## config.mk

```make
export PLATFORM = sky130hd
export DESIGN_NAME = control_unit_flat
export DESIGN_NICKNAME = d
export VERILOG_FILES = /design/src/rtl/cu_pkg.sv /design/src/rtl/control_unit_if.sv /design/src/rtl/control_unit.sv /design/src/flat_wrapper.sv
export SDC_FILE = /design/constraint.sdc
export NUM_CORES = 1
export LEC_CHECK = 0
export ABC_AREA = 1
export ABC_CLOCK_PERIOD_IN_PS = 1590
export CAP_MARGIN = 0
export CORE_AREA = 4 4 41 43
export DETAILED_ROUTE_END_ITERATION = 16
export DIE_AREA = 0 0 45 47
export GPL_ROUTABILITY_DRIVEN = 1
export PLACE_DENSITY = 0.68
export REMOVE_ABC_BUFFERS = 1
export SYNTH_ARGS = -nofsm -noshare
export SYNTH_HDL_FRONTEND = slang
export SYNTH_SLANG_ARGS = --single-unit
```

## constraint.sdc

```tcl
create_clock -name Clock -period 1.59 [get_ports Clock]
set_input_delay 0.477 -clock Clock [delete_from_list [all_inputs] [get_ports Clock]]
set_output_delay 0.477 -clock Clock [all_outputs]
set_load 0.05 [all_outputs]
```

## src/rtl/cu_pkg.sv

```systemverilog
// -----------------------------------------------------------------------------
// cu_pkg -- shared definitions for the multi-cycle CPU control unit.
// Holds the opcode map, the state codes shown on the debug display, the A-mux
// select codes and the bundle of datapath control strobes. The datapath and
// the benches import the same package so the encodings stay in one place.
// -----------------------------------------------------------------------------
package cu_pkg;

    typedef enum logic [2:0] {
        OP_LOAD  = 3'b000,
        OP_STORE = 3'b001,
        OP_ADD   = 3'b010,
        OP_SUB   = 3'b011,
        OP_IN    = 3'b100,
        OP_JZ    = 3'b101,
        OP_JPOS  = 3'b110,
        OP_HALT  = 3'b111
    } opcode_e;

    typedef enum logic [3:0] {
        S_START  = 4'd0,
        S_FETCH  = 4'd1,
        S_DECODE = 4'd2,
        S_LOAD   = 4'd3,
        S_STORE  = 4'd4,
        S_ADD    = 4'd5,
        S_SUB    = 4'd6,
        S_IN     = 4'd7,
        S_INREL  = 4'd8,
        S_JZ     = 4'd9,
        S_JPOS   = 4'd10,
        S_HALT   = 4'd11
    } state_e;

    typedef enum logic [1:0] {
        ASEL_ALU   = 2'b00,
        ASEL_INPUT = 2'b01,
        ASEL_MEM   = 2'b10
    } asel_e;

    typedef struct packed {
        logic  ir_load;
        logic  jmp_mux;
        logic  pc_load;
        logic  meminst;
        logic  mem_wr;
        logic  a_load;
        logic  sub;
        asel_e asel;
        logic  halt;
    } ctrl_t;

    // Execute state that follows DECODE for each opcode.
    function automatic state_e exec_state(input opcode_e op);
        case (op)
            OP_LOAD:  return S_LOAD;
            OP_STORE: return S_STORE;
            OP_ADD:   return S_ADD;
            OP_SUB:   return S_SUB;
            OP_IN:    return S_IN;
            OP_JZ:    return S_JZ;
            OP_JPOS:  return S_JPOS;
            default:  return S_HALT;
        endcase
    endfunction

endpackage

```

## src/rtl/control_unit_if.sv

```systemverilog
// -----------------------------------------------------------------------------
// control_unit_if -- control-unit <-> datapath bundle.
//   IR, Aeq0, Apos : opcode and status flags from the datapath
//   Enter          : user input-ready level
//   IRload..Sub    : single-bit datapath controls
//   Asel           : A-mux select (see cu_pkg::asel_e)
//   Halt, State    : halted indicator and current state code for display
// master = control unit side, slave = datapath / environment side.
// -----------------------------------------------------------------------------
interface control_unit_if;
    logic [2:0] IR;
    logic       Aeq0;
    logic       Apos;
    logic       Enter;
    logic       IRload;
    logic       JMPmux;
    logic       PCload;
    logic       Meminst;
    logic       MemWr;
    logic       Aload;
    logic       Sub;
    logic [1:0] Asel;
    logic       Halt;
    logic [3:0] State;

    modport master (
        input  IR, Aeq0, Apos, Enter,
        output IRload, JMPmux, PCload, Meminst, MemWr, Aload, Sub, Asel, Halt, State
    );

    modport slave (
        output IR, Aeq0, Apos, Enter,
        input  IRload, JMPmux, PCload, Meminst, MemWr, Aload, Sub, Asel, Halt, State
    );
endinterface

```

## src/rtl/control_unit.sv

```systemverilog
// -----------------------------------------------------------------------------
// control_unit -- FSM sequencing FETCH / DECODE / execute for an 8-opcode
// accumulator CPU.
//   Clock : system clock, all state changes on the rising edge
//   Reset : synchronous, active-high; returns to START from any state
//   bus   : control_unit_if.master (opcode/flags/Enter in, controls out)
// Outputs are decoded from the state register; Aload in IN follows Enter and
// PCload in JZ/JPOS follows the flag sampled in that same cycle.
// -----------------------------------------------------------------------------
module control_unit
    import cu_pkg::*;
(
    input  logic             Clock,
    input  logic             Reset,
    control_unit_if.master   bus
);

    state_e state_q, state_d;
    ctrl_t  ctrl;

    // NOTE: state registers use non-blocking assignment so every flop samples
    // the pre-edge values of its inputs.
    always_ff @(posedge Clock) begin
        if (Reset) state_q <= S_START;
        else       state_q <= state_d;
    end

    always_comb begin
        // NOTE: every output and the next state get a default before the case,
        // so no path leaves them unassigned and no latch is inferred.
        state_d = state_q;
        ctrl    = '0;

        case (state_q)
            S_START: state_d = S_FETCH;
            S_FETCH: begin
                ctrl.ir_load = 1'b1;
                ctrl.pc_load = 1'b1;
                state_d      = S_DECODE;
            end
            S_DECODE: begin
                ctrl.meminst = 1'b1;
                state_d      = exec_state(opcode_e'(bus.IR));
            end
            S_LOAD: begin
                ctrl.meminst = 1'b1;
                ctrl.a_load  = 1'b1;
                ctrl.asel    = ASEL_MEM;
                state_d      = S_FETCH;
            end
            S_STORE: begin
                ctrl.meminst = 1'b1;
                ctrl.mem_wr  = 1'b1;
                state_d      = S_FETCH;
            end
            S_ADD, S_SUB: begin
                ctrl.meminst = 1'b1;
                ctrl.a_load  = 1'b1;
                ctrl.asel    = ASEL_ALU;
                ctrl.sub     = (state_q == S_SUB);
                state_d      = S_FETCH;
            end
            S_IN: begin
                ctrl.asel   = ASEL_INPUT;
                ctrl.a_load = bus.Enter;
                if (bus.Enter) state_d = S_INREL;
            end
            // Wait for Enter to drop so one press loads exactly one value.
            S_INREL: begin
                if (!bus.Enter) state_d = S_FETCH;
            end
            S_JZ: begin
                ctrl.jmp_mux = 1'b1;
                ctrl.pc_load = bus.Aeq0;
                state_d      = S_FETCH;
            end
            S_JPOS: begin
                ctrl.jmp_mux = 1'b1;
                ctrl.pc_load = bus.Apos;
                state_d      = S_FETCH;
            end
            S_HALT:  ctrl.halt = 1'b1;
            default: state_d = S_START;
        endcase

        // Controls read quiet while Reset is high, even before the first edge
        // has loaded START and even if Enter is held during IN.
        if (Reset) ctrl = '0;
    end

    assign bus.IRload  = ctrl.ir_load;
    assign bus.JMPmux  = ctrl.jmp_mux;
    assign bus.PCload  = ctrl.pc_load;
    assign bus.Meminst = ctrl.meminst;
    assign bus.MemWr   = ctrl.mem_wr;
    assign bus.Aload   = ctrl.a_load;
    assign bus.Sub     = ctrl.sub;
    assign bus.Asel    = ctrl.asel;
    assign bus.Halt    = ctrl.halt;
    assign bus.State   = Reset ? S_START : state_q;

endmodule

```

## src/flat_wrapper.sv

```systemverilog
// flat-port wrapper written by rule: the top's interface ports become plain ports
module control_unit_flat import cu_pkg::*;
  (Clock, Reset, bus_IR, bus_Aeq0, bus_Apos, bus_Enter, bus_IRload, bus_JMPmux, bus_PCload, bus_Meminst, bus_MemWr, bus_Aload, bus_Sub, bus_Asel, bus_Halt, bus_State);
  control_unit_if bus_i ();
  input  logic Clock;
  input  logic Reset;
  input wire logic [$bits(bus_i.IR)-1:0] bus_IR;
  input wire logic [$bits(bus_i.Aeq0)-1:0] bus_Aeq0;
  input wire logic [$bits(bus_i.Apos)-1:0] bus_Apos;
  input wire logic [$bits(bus_i.Enter)-1:0] bus_Enter;
  output wire logic [$bits(bus_i.IRload)-1:0] bus_IRload;
  output wire logic [$bits(bus_i.JMPmux)-1:0] bus_JMPmux;
  output wire logic [$bits(bus_i.PCload)-1:0] bus_PCload;
  output wire logic [$bits(bus_i.Meminst)-1:0] bus_Meminst;
  output wire logic [$bits(bus_i.MemWr)-1:0] bus_MemWr;
  output wire logic [$bits(bus_i.Aload)-1:0] bus_Aload;
  output wire logic [$bits(bus_i.Sub)-1:0] bus_Sub;
  output wire logic [$bits(bus_i.Asel)-1:0] bus_Asel;
  output wire logic [$bits(bus_i.Halt)-1:0] bus_Halt;
  output wire logic [$bits(bus_i.State)-1:0] bus_State;
  assign bus_i.IR = bus_IR;
  assign bus_i.Aeq0 = bus_Aeq0;
  assign bus_i.Apos = bus_Apos;
  assign bus_i.Enter = bus_Enter;
  assign bus_IRload = bus_i.IRload;
  assign bus_JMPmux = bus_i.JMPmux;
  assign bus_PCload = bus_i.PCload;
  assign bus_Meminst = bus_i.Meminst;
  assign bus_MemWr = bus_i.MemWr;
  assign bus_Aload = bus_i.Aload;
  assign bus_Sub = bus_i.Sub;
  assign bus_Asel = bus_i.Asel;
  assign bus_Halt = bus_i.Halt;
  assign bus_State = bus_i.State;
  control_unit u_core (.Clock(Clock), .Reset(Reset), .bus(bus_i));
endmodule
```

# --- Yosys cells after proc, flatten, opt, wreduce, memory -nomap -nowiden ---
# Cells that the tools add are included.
totals:
  output_inout_bits: 14
  input_bits: 8
  regBits: 4
classes:
  reduce_logical: 8
  n_mux: 15
  bitwise_logic: 1
  eq_ne: 19
ops:
  columns: ["operator", "n"]
  rows:
  - ["$pmux 4 s7", 1]
  - ["$pmux 4 s6", 1]
  - ["$eq 4x3->1 const B", 4]
  - ["$eq 4x4->1 const B", 4]
  - ["$mux 4", 3]
  - ["$mux 10", 1]
  - ["$eq 3x3->1 const B", 3]
  - ["$eq 4x2->1 const B", 2]
  - ["$reduce_or 7->1", 1]
  - ["$eq 3x2->1 const B", 2]
  - ["$mux 1", 6]
  - ["$reduce_or 5->1", 1]
  - ["$eq 4x1->1 const B", 1]
  - ["$logic_not 4->1", 1]
  - ["$ne 2x2->1 const B", 2]
  - ["$pmux 2 s2", 1]
  - ["$reduce_or 2->1", 2]
  - ["$eq 3x1->1 const B", 1]
  - ["$logic_not 3->1", 1]
  - ["$pmux 1 s3", 1]
  - ["$reduce_and 3->1", 1]
  - ["$reduce_or 3->1", 1]
  - ["$pmux 1 s2", 1]
  - ["$not 1->1", 1]

# --- Depth between registers and ports, before layout ---
depth:
  word_depth: 4
  ltp_mapped: 8

# --- Worst setup path before layout ---
# No wires, ideal clock.
synth_path:
  path_type: "input to output"
  from: "input port Reset"
  to: "output port bus_MemWr"
  arrival_time_ps: 1770
  path_stages: 2
  required_ps: 1113
  slack_ps: -657
  path_cell_list: "clkbuf_1 -> nor3_1"
synth_via:
  elab_chain_len: 1
synth_rtl:
  columns: ["item", "line_no", "text"]
  rows:
  - ["start: declaration", "flat_wrapper.sv:6", "input logic Reset;"]
  - ["$mux 10", "control_unit.sv:88", "if (Reset) ctrl = '0;"]
  - ["end: declaration", "flat_wrapper.sv:15", "output wire logic [$bits(bus_i.MemWr)-1:0] bus_MemWr;"]
# Every way passes these cells.

# --- Worst setup path in the final report ---
layout_path:
  from: "register u_core.state_q[0]"
  to: "output port bus_Aload"
layout_via:
  elab_chain_len: 4
layout_rtl:
  columns: ["item", "line_no", "text"]
  rows:
  - ["start: declaration", "control_unit.sv:18", "state_e state_q, state_d;"]
  - ["start signal: assignment", "control_unit.sv:25", "else state_q <= state_d;"]
  - ["$eq 4x2->1 or $eq 4x3->1 (tied branches)", "control_unit.sv:34", "case (state_q)"]
  - ["$reduce_or 3->1 (no line)", null, null]
  - ["$pmux 1 s2 *", "control_unit.sv:34", null]
  - ["$mux 10 *", "control_unit.sv:88", null]
  - ["end: declaration", "flat_wrapper.sv:16", "output wire logic [$bits(bus_i.Aload)-1:0] bus_Aload;"]
# Mark *: on every way between the ends. The rest lies on a longest branch, timed or not.

==> flow_summary.yaml <==
worst_setup_path:
  rr_worst_depth: 8
  critPathMaxFanout: 4
  crit_required_ps: 1110
  cp.arrival_ps: 1320
  end_kind: "output pin"
  path_class: "reg2out"
  cp-start-kind: "register"
routing:
  vias: 700
  wire_per_inst_um: 12.6
  drc: 0
  drt-pass1-iter-count: 4
  drtIter0Drc: 13
  ant_nets: 0
  drt-total-wl_mm: 1.80
  viasPerCell: 4.90
global_route:
  antenna_found_initial: 0
  gr-total-overflow: 0
  globalRouteTotalUtil_pct: 19.7
  grt_max_degree: 7
  grt_pass1_wl_mm: 2.94
  met1_usage_pct: 20.0
  use_met2_pct: 37.0
  gr-usage-met3_pct: 2.30
  busiest_layer: "met2"
  grt_pass1_vias: 718
layout:
  final_common_cell: "nand2_1"
  stdcell_count: 143
  drive_gt1_share_pct: 53.9
  syn_to_final_growth_pct: 141
  diodes: 0
  top_regs: "u_core.state_q x4"
  nets: 138
  multi_input_area_um2: 393
  final_util_pct: 81.8
  final_cell_mix: "nand2_1 (22), buf_12 (14), buf_4 (12)"
  ff_latch_area_um2: 95.1
  largest_reg_flops: 4
  nFillCells: 79
  top_register: "u_core.state_q"
floorplan:
  die_h_um: 47
  die_w_um: 45
  num_rows: 13
  core-area_um2: 1300
  initial_utilization_pct: 33.9
  ioPinCount: 22
  die_area_um2: 2120
pwr:
  p_seq_share_pct: 19.6
  pwr-share-comb_pct: 62.2
  leakage_nw: 0.495
  p_total_mw: 0.747
  switching_share_pct: 44.9
  ir_drop_mv: 0.562
  pwr-share-clk_pct: 18.2
  p_sw_mw: 0.336
  intPower_mw: 0.411
  p_per_area_nw_per_um2: 701
clock_tree:
  clock-sinks: 4
  htree_levels: 1
  cts_tree: "yes"
  clk_path_buf_depth: 2
  clk_pin_slew_ps: 40
  cts-root-buf: "clkbuf_4"
  numCtsBuffers: 3
  clk_latency_ps: 250
  hold_buffers: 0
flow_run:
  drv_cap: 0
synthesis:
  synthMuxAreaShare_pct: 0
  syn_area_per_cell_um2: 4.96
  synth_top_family_by_area: "simple AND/OR/NAND/NOR gates"
  yosys_warnings: 0
  synth-compound-area-share_pct: 12.5
  synth_xor_area_share_pct: 0
  ys_types: 17
  synth_cells: 89
  synth-seq-cells: 4
  ys_seq_area_share_pct: 18.1
  synth-simple-area-share_pct: 55.8
  syn-cell-area_um2: 442
  synth_fa_ha_area_share_pct: 0
sta:
  hold_violations: 0
  maxSlewHeadroom_pct: 87.4
  fin_ws_ps: -210
  fin_crit_sh_pct: 113
  period_needed_ps: 1800
  maxSlewViolCount: 0
  rsz0062_at_grt: "yes"
  setup_tns_ps: -1770
  max_freq_mhz: 556
  timing.hold.ws_ps: 608
  setup_viol: 12
  worstMarginPinSlew_ps: 189
  skew_ps: 10.7
placed_design:
  post-place-cells: 139
  gp_congestion: 0.803
  dp_hpwl_mm: 1.24
  port_buffers: 21
outcome:
  status: "finished, violations left"
  violations: "setup timing"
hold_path:
  hold_path_class: "in2reg"
  hold_path_depth: 3
## what timing repair did
action,CTS,global route
pin swaps,7,3
setup buffers,3,0
resized for setup,52,3
endpoints found under the setup margin,14,13
## per-stage QoR
step | setup WS (ps) | cell area, um^2
2_1_floorplan | -470 | 438
3_3_place_gp | -399 | 920
3_5_place_dp | -419 | 920
4_1_cts | -196 | 1060
5_1_grt | -307 | 1060
6_report | -210 | 1060
## final timing paths
kind,slack (ps),from,endpoint
hold / removal,610,Reset,u_core.state_q[2]
setup reg to reg,400,u_core.state_q[3],u_core.state_q[0]
hold reg to reg,710,u_core.state_q[0],u_core.state_q[3]
setup / recovery,-210,u_core.state_q[0],bus_Aload
## critical path, cell delays in order (launching register included)
cell	delay (ps)
dfxtp_4	370
inv_2	60
buf_6	110
nand2_2	50
nor2_2	50
a211oi_2	210
nor2_2	70
buf_12	150
## layout make-up
class	count	share of cell area, %
repair buffers	37	44.8
multi-input cells	69	36.9
flip-flops and latches	4	8.93
inverters	15	5.52
clock buffers	3	2.12
well taps	15	1.76
## power by group through the flow
stage | clock network, mW | logic (mW) | registers [mW]
CTS | 0.138 | 0.444 | 0.141
global route | 0.143 | 0.499 | 0.148
global placement | 0 | 0.393 | 0.131
floorplan | 0 | 0.199 | 0.128
detailed placement | 0 | 0.395 | 0.132
finish | 0.136 | 0.465 | 0.146
## metal layers
metal | part of all wire [%] | wire length (um) | up-vias
met3 | 5.1 | 92 | 8
met1 | 36 | 640 | 307
met4 | 5.0 | 89 | 0
li1 | - | - | 355
met5 | 0 | 0 | -
met2 | 54 | 975 | 30
## cell usage after synthesis, drive strengths merged
cell type / number / share of area, %
clkbuf: 1 / 0.85
nor2: 23 / 21
inv: 15 / 13
nand2: 27 / 24
nand3: 7 / 9.1
a21boi: 1 / 1.7
o21ai: 6 / 6.8
or2: 1 / 1.4
a211oi: 1 / 1.7
a21oi: 2 / 2.3
nor3: 1 / 1.1
dfxtp: 4 / 18
## logic make-up after synthesis
family	after synthesis
AND/OR/NAND/NOR	59
buffers and inverters	16
AO/OA/AOI/OAI	10
flip-flops	4
(Power assumes the default switching activity.)
